[src/rtl/wall_scroller.sv]
// wall_scroller: position generator for the single scrolling wall (pipe).
// The wall moves left by SPEED px on each frame tick. It reappears at the right
// edge with a gap height taken from a free-running LFSR, and freezes when the
// collision checker reports a touch. The `passed` output pulses once per wall,
// on the tick where the wall's right edge crosses to the left of the bird.
module wall_scroller #(
   parameter int SCREEN_W  = 160,
   parameter int WALL_W    = 12,
   parameter int SPEED     = 2,
   parameter int GAP_H     = 40,
   parameter int GAP_MIN_Y = 10,
   parameter int GAP_RANGE = 60,
   parameter int BIRD_X    = 40,
   parameter logic [7:0] LFSR_SEED = 8'hA5
) (
   input  logic       clk,
   input  logic       resetn,
   input  logic       start,
   input  logic       tick,
   input  logic       touched,
   output logic [7:0] wall_xleft,
   output logic [7:0] wall_xright,
   output logic [7:0] wall_topy,
   output logic [7:0] wall_bottomy,
   output logic       wall_active,
   output logic       passed
);

   // All coordinate arithmetic is 8-bit unsigned.
   localparam logic [7:0] SPAWN_XL  = 8'(SCREEN_W);
   localparam logic [7:0] SPAWN_XR  = 8'(SCREEN_W + WALL_W - 1);
   localparam logic [7:0] SPEED8    = 8'(SPEED);
   localparam logic [7:0] GAP_H8    = 8'(GAP_H);
   localparam logic [7:0] GAP_MIN8  = 8'(GAP_MIN_Y);
   localparam logic [7:0] GAP_RNG8  = 8'(GAP_RANGE);
   localparam logic [7:0] BIRD_X8   = 8'(BIRD_X);
   localparam logic [7:0] RST_TOPY  = 8'(GAP_MIN_Y + GAP_RANGE / 2);
   localparam logic [7:0] RST_BOTY  = 8'(GAP_MIN_Y + GAP_RANGE / 2 + GAP_H);

   typedef enum logic [1:0] {IDLE, RESPAWN, SCROLL, FROZEN} state_t;

   state_t     state_reg, state_next;
   logic [7:0] xleft_reg, xleft_next;
   logic [7:0] xright_reg, xright_next;
   logic [7:0] topy_reg, topy_next;
   logic [7:0] bottomy_reg, bottomy_next;
   logic       passed_reg, passed_next;
   logic       active_reg;
   logic [7:0] lfsr_reg, lfsr_next;
   logic [7:0] gap_r;
   logic [7:0] topy_pick;
   logic [7:0] xleft_moved, xright_moved;

   // Fibonacci LFSR, taps x^8+x^6+x^5+x^4+1: shift left, feedback into bit 0.
   assign lfsr_next[0] = lfsr_reg[7] ^ lfsr_reg[5] ^ lfsr_reg[4] ^ lfsr_reg[3];
   generate
      for (genvar gi = 1; gi < 8; gi++) begin : g_lfsr_shift
         assign lfsr_next[gi] = lfsr_reg[gi-1];
      end
   endgenerate

   // Gap pick: fold the 6-bit random value into [0, GAP_RANGE) with one subtract.
   always_comb begin
      gap_r = {2'b00, lfsr_reg[5:0]};
      if (gap_r >= GAP_RNG8) begin
         gap_r = gap_r - GAP_RNG8;
      end
      topy_pick = GAP_MIN8 + gap_r;
   end

   assign xleft_moved  = xleft_reg - SPEED8;
   assign xright_moved = xright_reg - SPEED8;

   // Next-state and next-output logic for the wall FSM.
   always_comb begin
      state_next   = state_reg;
      xleft_next   = xleft_reg;
      xright_next  = xright_reg;
      topy_next    = topy_reg;
      bottomy_next = bottomy_reg;
      passed_next  = 1'b0;
      case (state_reg)
         IDLE: begin
            if (start) begin
               state_next = RESPAWN;
            end
         end
         RESPAWN: begin
            xleft_next   = SPAWN_XL;
            xright_next  = SPAWN_XR;
            topy_next    = topy_pick;
            bottomy_next = topy_pick + GAP_H8;
            state_next   = SCROLL;
         end
         SCROLL: begin
            if (touched) begin
               // A touch wins over a simultaneous tick: the wall stays put.
               state_next = FROZEN;
            end else if (tick) begin
               if (xleft_reg < SPEED8) begin
                  // Moving would underflow; the wall leaves the screen instead.
                  state_next = RESPAWN;
               end else begin
                  xleft_next  = xleft_moved;
                  xright_next = xright_moved;
                  // xright only decreases, so this crossing happens once per wall.
                  passed_next = (xright_reg >= BIRD_X8) && (xright_moved < BIRD_X8);
               end
            end
         end
         FROZEN: begin
            if (start) begin
               state_next = RESPAWN;
            end
         end
         default: begin
            state_next = IDLE;
         end
      endcase
   end

   // State, coordinate, pulse and LFSR registers with asynchronous reset.
   always_ff @(posedge clk or negedge resetn) begin
      if (!resetn) begin
         state_reg   <= IDLE;
         xleft_reg   <= SPAWN_XL;
         xright_reg  <= SPAWN_XR;
         topy_reg    <= RST_TOPY;
         bottomy_reg <= RST_BOTY;
         passed_reg  <= 1'b0;
         active_reg  <= 1'b0;
         lfsr_reg    <= LFSR_SEED;
      end else begin
         state_reg   <= state_next;
         xleft_reg   <= xleft_next;
         xright_reg  <= xright_next;
         topy_reg    <= topy_next;
         bottomy_reg <= bottomy_next;
         passed_reg  <= passed_next;
         active_reg  <= (state_next == SCROLL);
         lfsr_reg    <= lfsr_next;
      end
   end

   assign wall_xleft   = xleft_reg;
   assign wall_xright  = xright_reg;
   assign wall_topy    = topy_reg;
   assign wall_bottomy = bottomy_reg;
   assign wall_active  = active_reg;
   assign passed       = passed_reg;

endmodule

[config.mk]
export PLATFORM = sky130hd
export DESIGN_NAME = wall_scroller
export DESIGN_NICKNAME = d
export VERILOG_FILES = /design/src/rtl/wall_scroller.sv
export SDC_FILE = /design/constraint.sdc
export NUM_CORES = 1
export LEC_CHECK = 0
export CELL_PAD_IN_SITES_DETAIL_PLACEMENT = 1
export CELL_PAD_IN_SITES_GLOBAL_PLACEMENT = 1
export CORE_MARGIN = 3
export CORE_UTILIZATION = 36
export CTS_CLUSTER_SIZE = 8
export DETAILED_ROUTE_END_ITERATION = 6
export PLACE_DENSITY_LB_ADDON = 0.1
export SLEW_MARGIN = 20
export SYNTH_ARGS = -nofsm -noshare
export SYNTH_HDL_FRONTEND = slang
export SYNTH_SLANG_ARGS = --single-unit
[constraint.sdc]
create_clock -name clk -period 2.6 [get_ports clk]
set_clock_uncertainty 0.1 [all_clocks]
set_input_delay 0.39 -clock clk [delete_from_list [all_inputs] [get_ports clk]]
set_output_delay 0.39 -clock clk [all_outputs]
set_load 0.005 [all_outputs]
==> flow_summary.json, run 1 <==
{
  "drcViolationCount": 0,
  "via_count": 1825,
  "cts-buffers-inserted": 5,
  "arrival_ns": 2.59,
  "internal-power_uw": 1410,
  "htree_levels": 2,
  "synthDistinctLibCells": 58,
  "slew_headroom_pct": 41.0,
  "grt_remaining_overflow": 0,
  "critPathTopFamily": "flip-flops",
  "area.sequential_mm2": 0.00102,
  "utilization_pct": 47.0,
  "cts_hold_buffers": 0,
  "vias_per_cell": 5.23,
  "cts.sink_count": 40,
  "mappedNetlistArea_mm2": 0.00225,
  "cts_max_path_buffers": 2,
  "fillCellCount": 701,
  "multiInputGateArea_mm2": 0.00111,
  "crit-reg2reg-launch": "lfsr_reg[2]",
  "synth_seq_area_share_pct": 45.4,
  "die-height_um": 85.0,
  "fp-row-count": 28,
  "post-route-min-period_ns": 2.46,
  "dieWidth_um": 85.0,
  "yosys_warn_count": 0,
  "route.antenna.remaining_nets": 0,
  "unrepaired_setup_endpoints_after_global_routing": "no",
  "clock_tree_root": "sky130_fd_sc_hd__clkbuf_8",
  "io_buffers": 37,
  "first_pass_iters": 6,
  "worstHoldPathType": "in -> async",
  "number_of_i_o_pins": 39,
  "share_of_synthesized_flip_flops_with_an_asynchronous_set_or_reset_pct": 100,
  "dp_hpwl_um": 3900,
  "placeableCoreArea_mm2": 0.00599,
  "detailedRoute.firstIterationViolations": 78,
  "total_switching_power_uw": 760,
  "synth.avg_cell_area_um2": 9.64,
  "detail_routed_net_length_per_standard_cell_um": 15.6,
  "result_of_the_run": "finished clean",
  "report.final.hold_viol_count": 0,
  "drv_cap": 0,
  "setup_viol": 0,
  "postSynthNetCount": 245,
  "finalWirelength_um": 5460,
  "power_per_cell_area_mw_per_mm2": 771,
  "gpl.final_weighted_congestion": 0.800,
  "total_power_uw": 2170,
  "timing.critical_path.cells": "ha_2 -> nor3b_4 -> nor2_2 -> nor2_1 -> o21ai_1 -> ha_2 -> buf_4 -> o2111ai_1 -> o311ai_4 -> xnor2_1 -> mux2_4",
  "fin_crit_sh_pct": 94.6,
  "peak_fanout_along_the_critical_path": 8,
  "diodes": 0,
  "final_slew_violations": 0,
  "vdd_drop_max_uv": 391,
  "p_comb_share_pct": 39.4,
  "first_global_vias": 1928,
  "slowest_stage": "sky130_fd_sc_hd__dfstp_2",
  "power_frac_seq_pct": 42.3,
  "whs_ns": 0.124,
  "cp-startpoint": "lfsr_reg[2]",
  "cts_clock_pin_slew_for_the_worst_setup_and_hold_paths_ns": 0.08,
  "slowest_delay_ns": 0.54,
  "timing.critical_path.to_type": "flop",
  "tritoncts": "yes",
  "switching_share_pct": 35.0,
  "critical_setup_path_class": "reg -> reg",
  "worstPathBufferInverterCount": 1,
  "critical-path-top-cell-by-count": "sky130_fd_sc_hd__ha_2",
  "track_usage_pct": 16.5,
  "post_place_cell_area_mm2": 0.00271,
  "critPathLaunchType": "flop",
  "synthCells": 233,
  "clk_latency_ns": 0.29,
  "first_pass_grt_wire_length_um": 9580,
  "grt_start_max_net_pins": 41,
  "initial_antenna_violation_count": 0,
  "initial_core_util_pct": 37.5,
  "layout-drive-gt1-share_pct": 19.7,
  "synth.ff_latch_count": 40,
  "timing.critical_path.required_ns": 2.73,
  "design.die.area_mm2": 0.00723,
  "transition_time_at_the_pin_with_the_least_slew_margin_ns": 0.884,
  "syn2layout_area_growth_pct": 25.3,
  "finalNetCount": 286,
  "finalSetupTns_ns": 0,
  "clkPwrFrac_pct": 18.3,
  "synth_flop_cell": "sky130_fd_sc_hd__dfrtp_1",
  "ctsResizeCount": 0,
  "leakagePower_uw": 0.00116,
  "max_freq_mhz": 407,
  "cts_setup_buffers": 0,
  "synth_edf_count": 0,
  "total_non_filler_cell_area_in_the_finished_layout_mm2": 0.00282
}
==> path summary, 6_finish.rpt <==
path,endpoint,cells after the start,slack [ns]
hold reg to reg,lfsr_reg[7],0,0.26
min in group clk,lfsr_reg[7],0,0.26
hold / removal,wall_xleft[6],1,0.12
setup / recovery,wall_bottomy[4],11,0.14
setup reg to reg,wall_bottomy[4],11,0.14
max in group asynchronous,state_reg[1],1,1.72
==> area by class of cell <==
cell class / count / area share (%)
clock buffer: 6 / 2.58
clock inverter: 1 / 0.178
inverter: 17 / 2.27
multi-input combinational: 162 / 39.5
sequential: 40 / 36.2
tap: 75 / 3.33
timing repair buffer: 48 / 15.9
==> power groups by stage <==
stage	Combinational, µW	Clock, µW	Sequential, µW
finish	854	397	919
CTS	870	411	925
global placement	848	0	932
global route	984	445	950
floorplan	468	0	915
detailed placement	862	0	933
==> through the flow <==
step / std cells / setup slack [ns]
after floorplan: 233 / 0.0290
after global placement: 342 / 0.209
after detailed placement: 342 / 0.113
after CTS: 349 / 0.0914
after global routing: 349 / 0.0122
final: 349 / 0.140
==> cell families (layout without fill, tap and decap cells) <==
family	Yosys count	count (layout)	share of synthesized area (%)
compound gates	55	55	16.8
xor+xnor	15	15	6.18
fa+ha+maj	7	7	3.90
buf+inv	31	72	6.35
flops	40	40	45.4
mux	6	6	3.12
other cells	1	1	0.167
simple gates	78	78	18.1
==> cells in the mapped netlist, types with 2 or more instances <==
master,number,area share [%]
sky130_fd_sc_hd__buf_4,5,1.7
sky130_fd_sc_hd__inv_1,16,2.7
sky130_fd_sc_hd__o21ai_1,2,0.45
sky130_fd_sc_hd__nand2_1,23,3.8
sky130_fd_sc_hd__or3_1,3,0.84
sky130_fd_sc_hd__nor2_1,17,2.8
sky130_fd_sc_hd__dfrtp_1,25,28
sky130_fd_sc_hd__clkbuf_1,3,0.50
sky130_fd_sc_hd__nor2b_1,3,0.84
sky130_fd_sc_hd__mux2_2,4,2.0
sky130_fd_sc_hd__a211oi_1,2,0.67
sky130_fd_sc_hd__a2bb2oi_1,3,1.2
sky130_fd_sc_hd__nand4_1,3,0.84
sky130_fd_sc_hd__buf_2,6,1.3
sky130_fd_sc_hd__nor3_1,6,1.3
sky130_fd_sc_hd__ha_1,7,3.9
sky130_fd_sc_hd__xor2_1,6,2.3
sky130_fd_sc_hd__a21oi_1,11,2.4
sky130_fd_sc_hd__dfstp_2,15,18
sky130_fd_sc_hd__o21ai_0,15,3.3
sky130_fd_sc_hd__o2111ai_1,2,0.78
sky130_fd_sc_hd__a31oi_1,2,0.56
sky130_fd_sc_hd__nand3_1,8,1.8
sky130_fd_sc_hd__a21o_1,3,1.0
sky130_fd_sc_hd__and2_1,2,0.56
sky130_fd_sc_hd__o211ai_1,2,0.67
sky130_fd_sc_hd__xnor2_1,8,3.1
==> layer usage <==
layer / GRT usage [%] / vias to the layer above / share of wire, % / routed length [µm]
met2: 27.2 / 23 / 50 / 2750
met1: 21.5 / 913 / 46 / 2520
met3: 3.69 / 2 / 2.7 / 149
met5: 0 / - / 0 / 0
li1: - / 887 / - / -
met4: 4.89 / 0 / 0.60 / 33
==> cells in the final DEF, fill, tap and decap left out, drive strengths merged, types with 4 or more instances in the layout <==
cell type      count
buf               12
dfrtp             25
ha                 7
dfstp             15
mux2               5
clkbuf             6
nor2              18
nand3             10
nand2             23
o21ai             17
inv               16
xnor2              9
a21oi             11
clkdlybuf4s50     36
xor2               6
a2bb2oi            4
nor3               6
Power figures use the tool's default switching activity.
==> run 2, diff against run 1 <==
--- a/config.mk
+++ b/config.mk
@@ -8,7 +8,7 @@
 export CELL_PAD_IN_SITES_DETAIL_PLACEMENT = 1
 export CELL_PAD_IN_SITES_GLOBAL_PLACEMENT = 1
 export CORE_MARGIN = 3
-export CORE_UTILIZATION = 36
+export CORE_UTILIZATION = 40
 export CTS_CLUSTER_SIZE = 8
 export DETAILED_ROUTE_END_ITERATION = 6
 export PLACE_DENSITY_LB_ADDON = 0.1
==> constraint.sdc (replaced) <==
create_clock -name clk -period 2.4 [get_ports clk]
set_clock_uncertainty 0.1 [all_clocks]
set_input_delay 0.36 -clock clk [delete_from_list [all_inputs] [get_ports clk]]
set_output_delay 0.36 -clock clk [all_outputs]
set_load 0.005 [all_outputs]
==> run 2 against run 1 <==
The flow now finishes with violations (setup timing). Register-to-register slack worse by 0.15 ns. Flip-flop and latch count stayed put. Global-route usage grew 1.3 points. Hold slack got worse by 0.11 ns. Clock-buffer cell count grew 1. Cell area is 5.5% higher. Via count increased by 2.4%. Non-clock buffer count increased by 11. Largest cell class unchanged. Highest routed layer unchanged.
==> flow_summary.json, run 2 (synthesis results as in run 1) <==
{
  "placeableCoreArea_mm2": 0.00527,
  "diodes": 0,
  "setup_viol": 1,
  "area.sequential_mm2": 0.00102,
  "total_non_filler_cell_area_in_the_finished_layout_mm2": 0.00297,
  "power_per_cell_area_mw_per_mm2": 855,
  "cts.sink_count": 40,
  "fillCellCount": 606,
  "fin_crit_sh_pct": 100,
  "gpl.final_weighted_congestion": 0.784,
  "vias_per_cell": 5.25,
  "cts_clock_pin_slew_for_the_worst_setup_and_hold_paths_ns": 0.08,
  "final.setup.worst_slack_ns": -0.00601,
  "initial_core_util_pct": 42.6,
  "post_place_cell_area_mm2": 0.00277,
  "finalSetupTns_ns": -0.00601,
  "post-route-min-period_ns": 2.41,
  "leakagePower_uw": 0.00124,
  "first_global_vias": 1867,
  "timing.critical_path.cells": "ha_4 -> nor3b_4 -> nor2_2 -> nor2_1 -> o21ai_1 -> ha_2 -> a21o_1 -> o311ai_4 -> xnor2_1 -> mux2_4",
  "initial_antenna_violation_count": 0,
  "vdd_drop_max_uv": 406,
  "syn2layout_area_growth_pct": 32.2,
  "fp-row-count": 26,
  "arrival_ns": 2.53,
  "post_placement_cell_count": 341,
  "timing.critical_path.to_type": "flop",
  "peak_fanout_along_the_critical_path": 4,
  "detail_routed_net_length_per_standard_cell_um": 15.1,
  "transition_time_at_the_pin_with_the_least_slew_margin_ns": 0.487,
  "cts_max_path_buffers": 2,
  "route.antenna.remaining_nets": 0,
  "slowest_delay_ns": 0.56,
  "slowest_stage": "sky130_fd_sc_hd__dfstp_2",
  "final_slew_violations": 0,
  "track_usage_pct": 17.7,
  "whs_ns": 0.0179,
  "layout.cells.non_filler": 356,
  "timing.critical_path.required_ns": 2.52,
  "report.final.hold_viol_count": 0,
  "cts-buffers-inserted": 5,
  "drcViolationCount": 0,
  "via_count": 1869,
  "grt_start_max_net_pins": 41,
  "drv_cap": 0,
  "detailedRoute.firstIterationViolations": 69,
  "clock_tree_root": "sky130_fd_sc_hd__clkbuf_8",
  "dp_hpwl_um": 3820,
  "dieWidth_um": 81.0,
  "cts_hold_buffers": 0,
  "slew_headroom_pct": 67.0,
  "clk_latency_ns": 0.29,
  "pre_cts_ws_ns": -0.0276,
  "finalNetCount": 297,
  "worstHoldPathType": "in -> async",
  "result_of_the_run": "finished with violations",
  "max_freq_mhz": 416,
  "critPathLaunchType": "flop",
  "worstPathBufferInverterCount": 0,
  "first_pass_grt_wire_length_um": 8980,
  "design.die.area_mm2": 0.00655,
  "htree_levels": 2,
  "grt_remaining_overflow": 0,
  "number_of_i_o_pins": 39,
  "io_buffers": 37,
  "final_cell_mix": "36 x sky130_fd_sc_hd__clkdlybuf4s50_1, 25 x sky130_fd_sc_hd__dfrtp_1, 23 x sky130_fd_sc_hd__nand2_1, 21 x sky130_fd_sc_hd__buf_4, 17 x sky130_fd_sc_hd__nor2_1",
  "critPathTopFamily": "flip-flops",
  "failed_checks": "setup timing",
  "die-height_um": 81.0,
  "finalWirelength_um": 5370,
  "critical_setup_path_class": "reg -> reg",
  "layout-drive-gt1-share_pct": 24.1,
  "tritoncts": "yes",
  "unrepaired_setup_endpoints_after_global_routing": "yes",
  "first_pass_iters": 4,
  "multiInputGateArea_mm2": 0.00114,
  "most_common_cell_after_layout_fill_and_taps_aside": "sky130_fd_sc_hd__clkdlybuf4s50_1"
}
## run 2: path summary, 6_finish.rpt
path,from,to,slack [ns],depth (start not counted)
setup / recovery,lfsr_reg[2],wall_bottomy[4],-0.006,10
hold / removal,resetn,wall_bottomy[3],0.02,2
setup reg to reg,lfsr_reg[2],wall_bottomy[4],-0.006,10
hold reg to reg,lfsr_reg[6],lfsr_reg[7],0.26,0
max in group asynchronous,resetn,wall_bottomy[6],1.82,2
min in group clk,lfsr_reg[6],lfsr_reg[7],0.26,0
## run 2: worst reg2reg max path, cell delays in order (launching register included)
cell and delay, ns:
sky130_fd_sc_hd__dfstp_2 0.56, sky130_fd_sc_hd__ha_4 0.14, sky130_fd_sc_hd__nor3b_4 0.24, sky130_fd_sc_hd__nor2_2 0.07
sky130_fd_sc_hd__nor2_1 0.12, sky130_fd_sc_hd__o21ai_1 0.08, sky130_fd_sc_hd__ha_2 0.18, sky130_fd_sc_hd__a21o_1 0.17
sky130_fd_sc_hd__o311ai_4 0.31, sky130_fd_sc_hd__xnor2_1 0.12, sky130_fd_sc_hd__mux2_4 0.26
## run 2: per-layer routing
metal | vias up | global-route usage [%] | share of wire [%]
met3 | 7 | 3.88 | 3.4
met4 | 0 | 5.57 | 1.3
met2 | 33 | 27.3 | 45
met5 | - | 0 | 0
li1 | 908 | - | -
met1 | 921 | 24.7 | 50
## run 2: through the flow
stage	util, %	total power, µW
2_1_floorplan	-	1500
3_3_place_gp	52.5	1940
3_5_place_dp	52.5	1960
4_1_cts	55.3	2590
5_1_grt	56.4	2760
6_report	56.4	2540
## run 2: area by class of cell
cell class                      count  area share [%]
Multi-Input combinational cell    162            38.4
Sequential cell                    40            34.3
Timing Repair Buffer               59            18.0
Clock buffer                        7            3.24
Tap cell                           70            2.95
Inverter                           17            2.15
Clock inverter                      1            1.01
## run 2: where the power goes
group          switching [µW]  internal [µW]
clock                     235            367
sequential                139            856
combinational             450            493
## run 2: timing repair
item | in CTS | in global routing
setup endpoints to repair | 4 | 6
resized for setup | 1 | 6
hold endpoints to repair | 0 | 0
pin swaps | 4 | 3
buffers inserted | 2 | 5
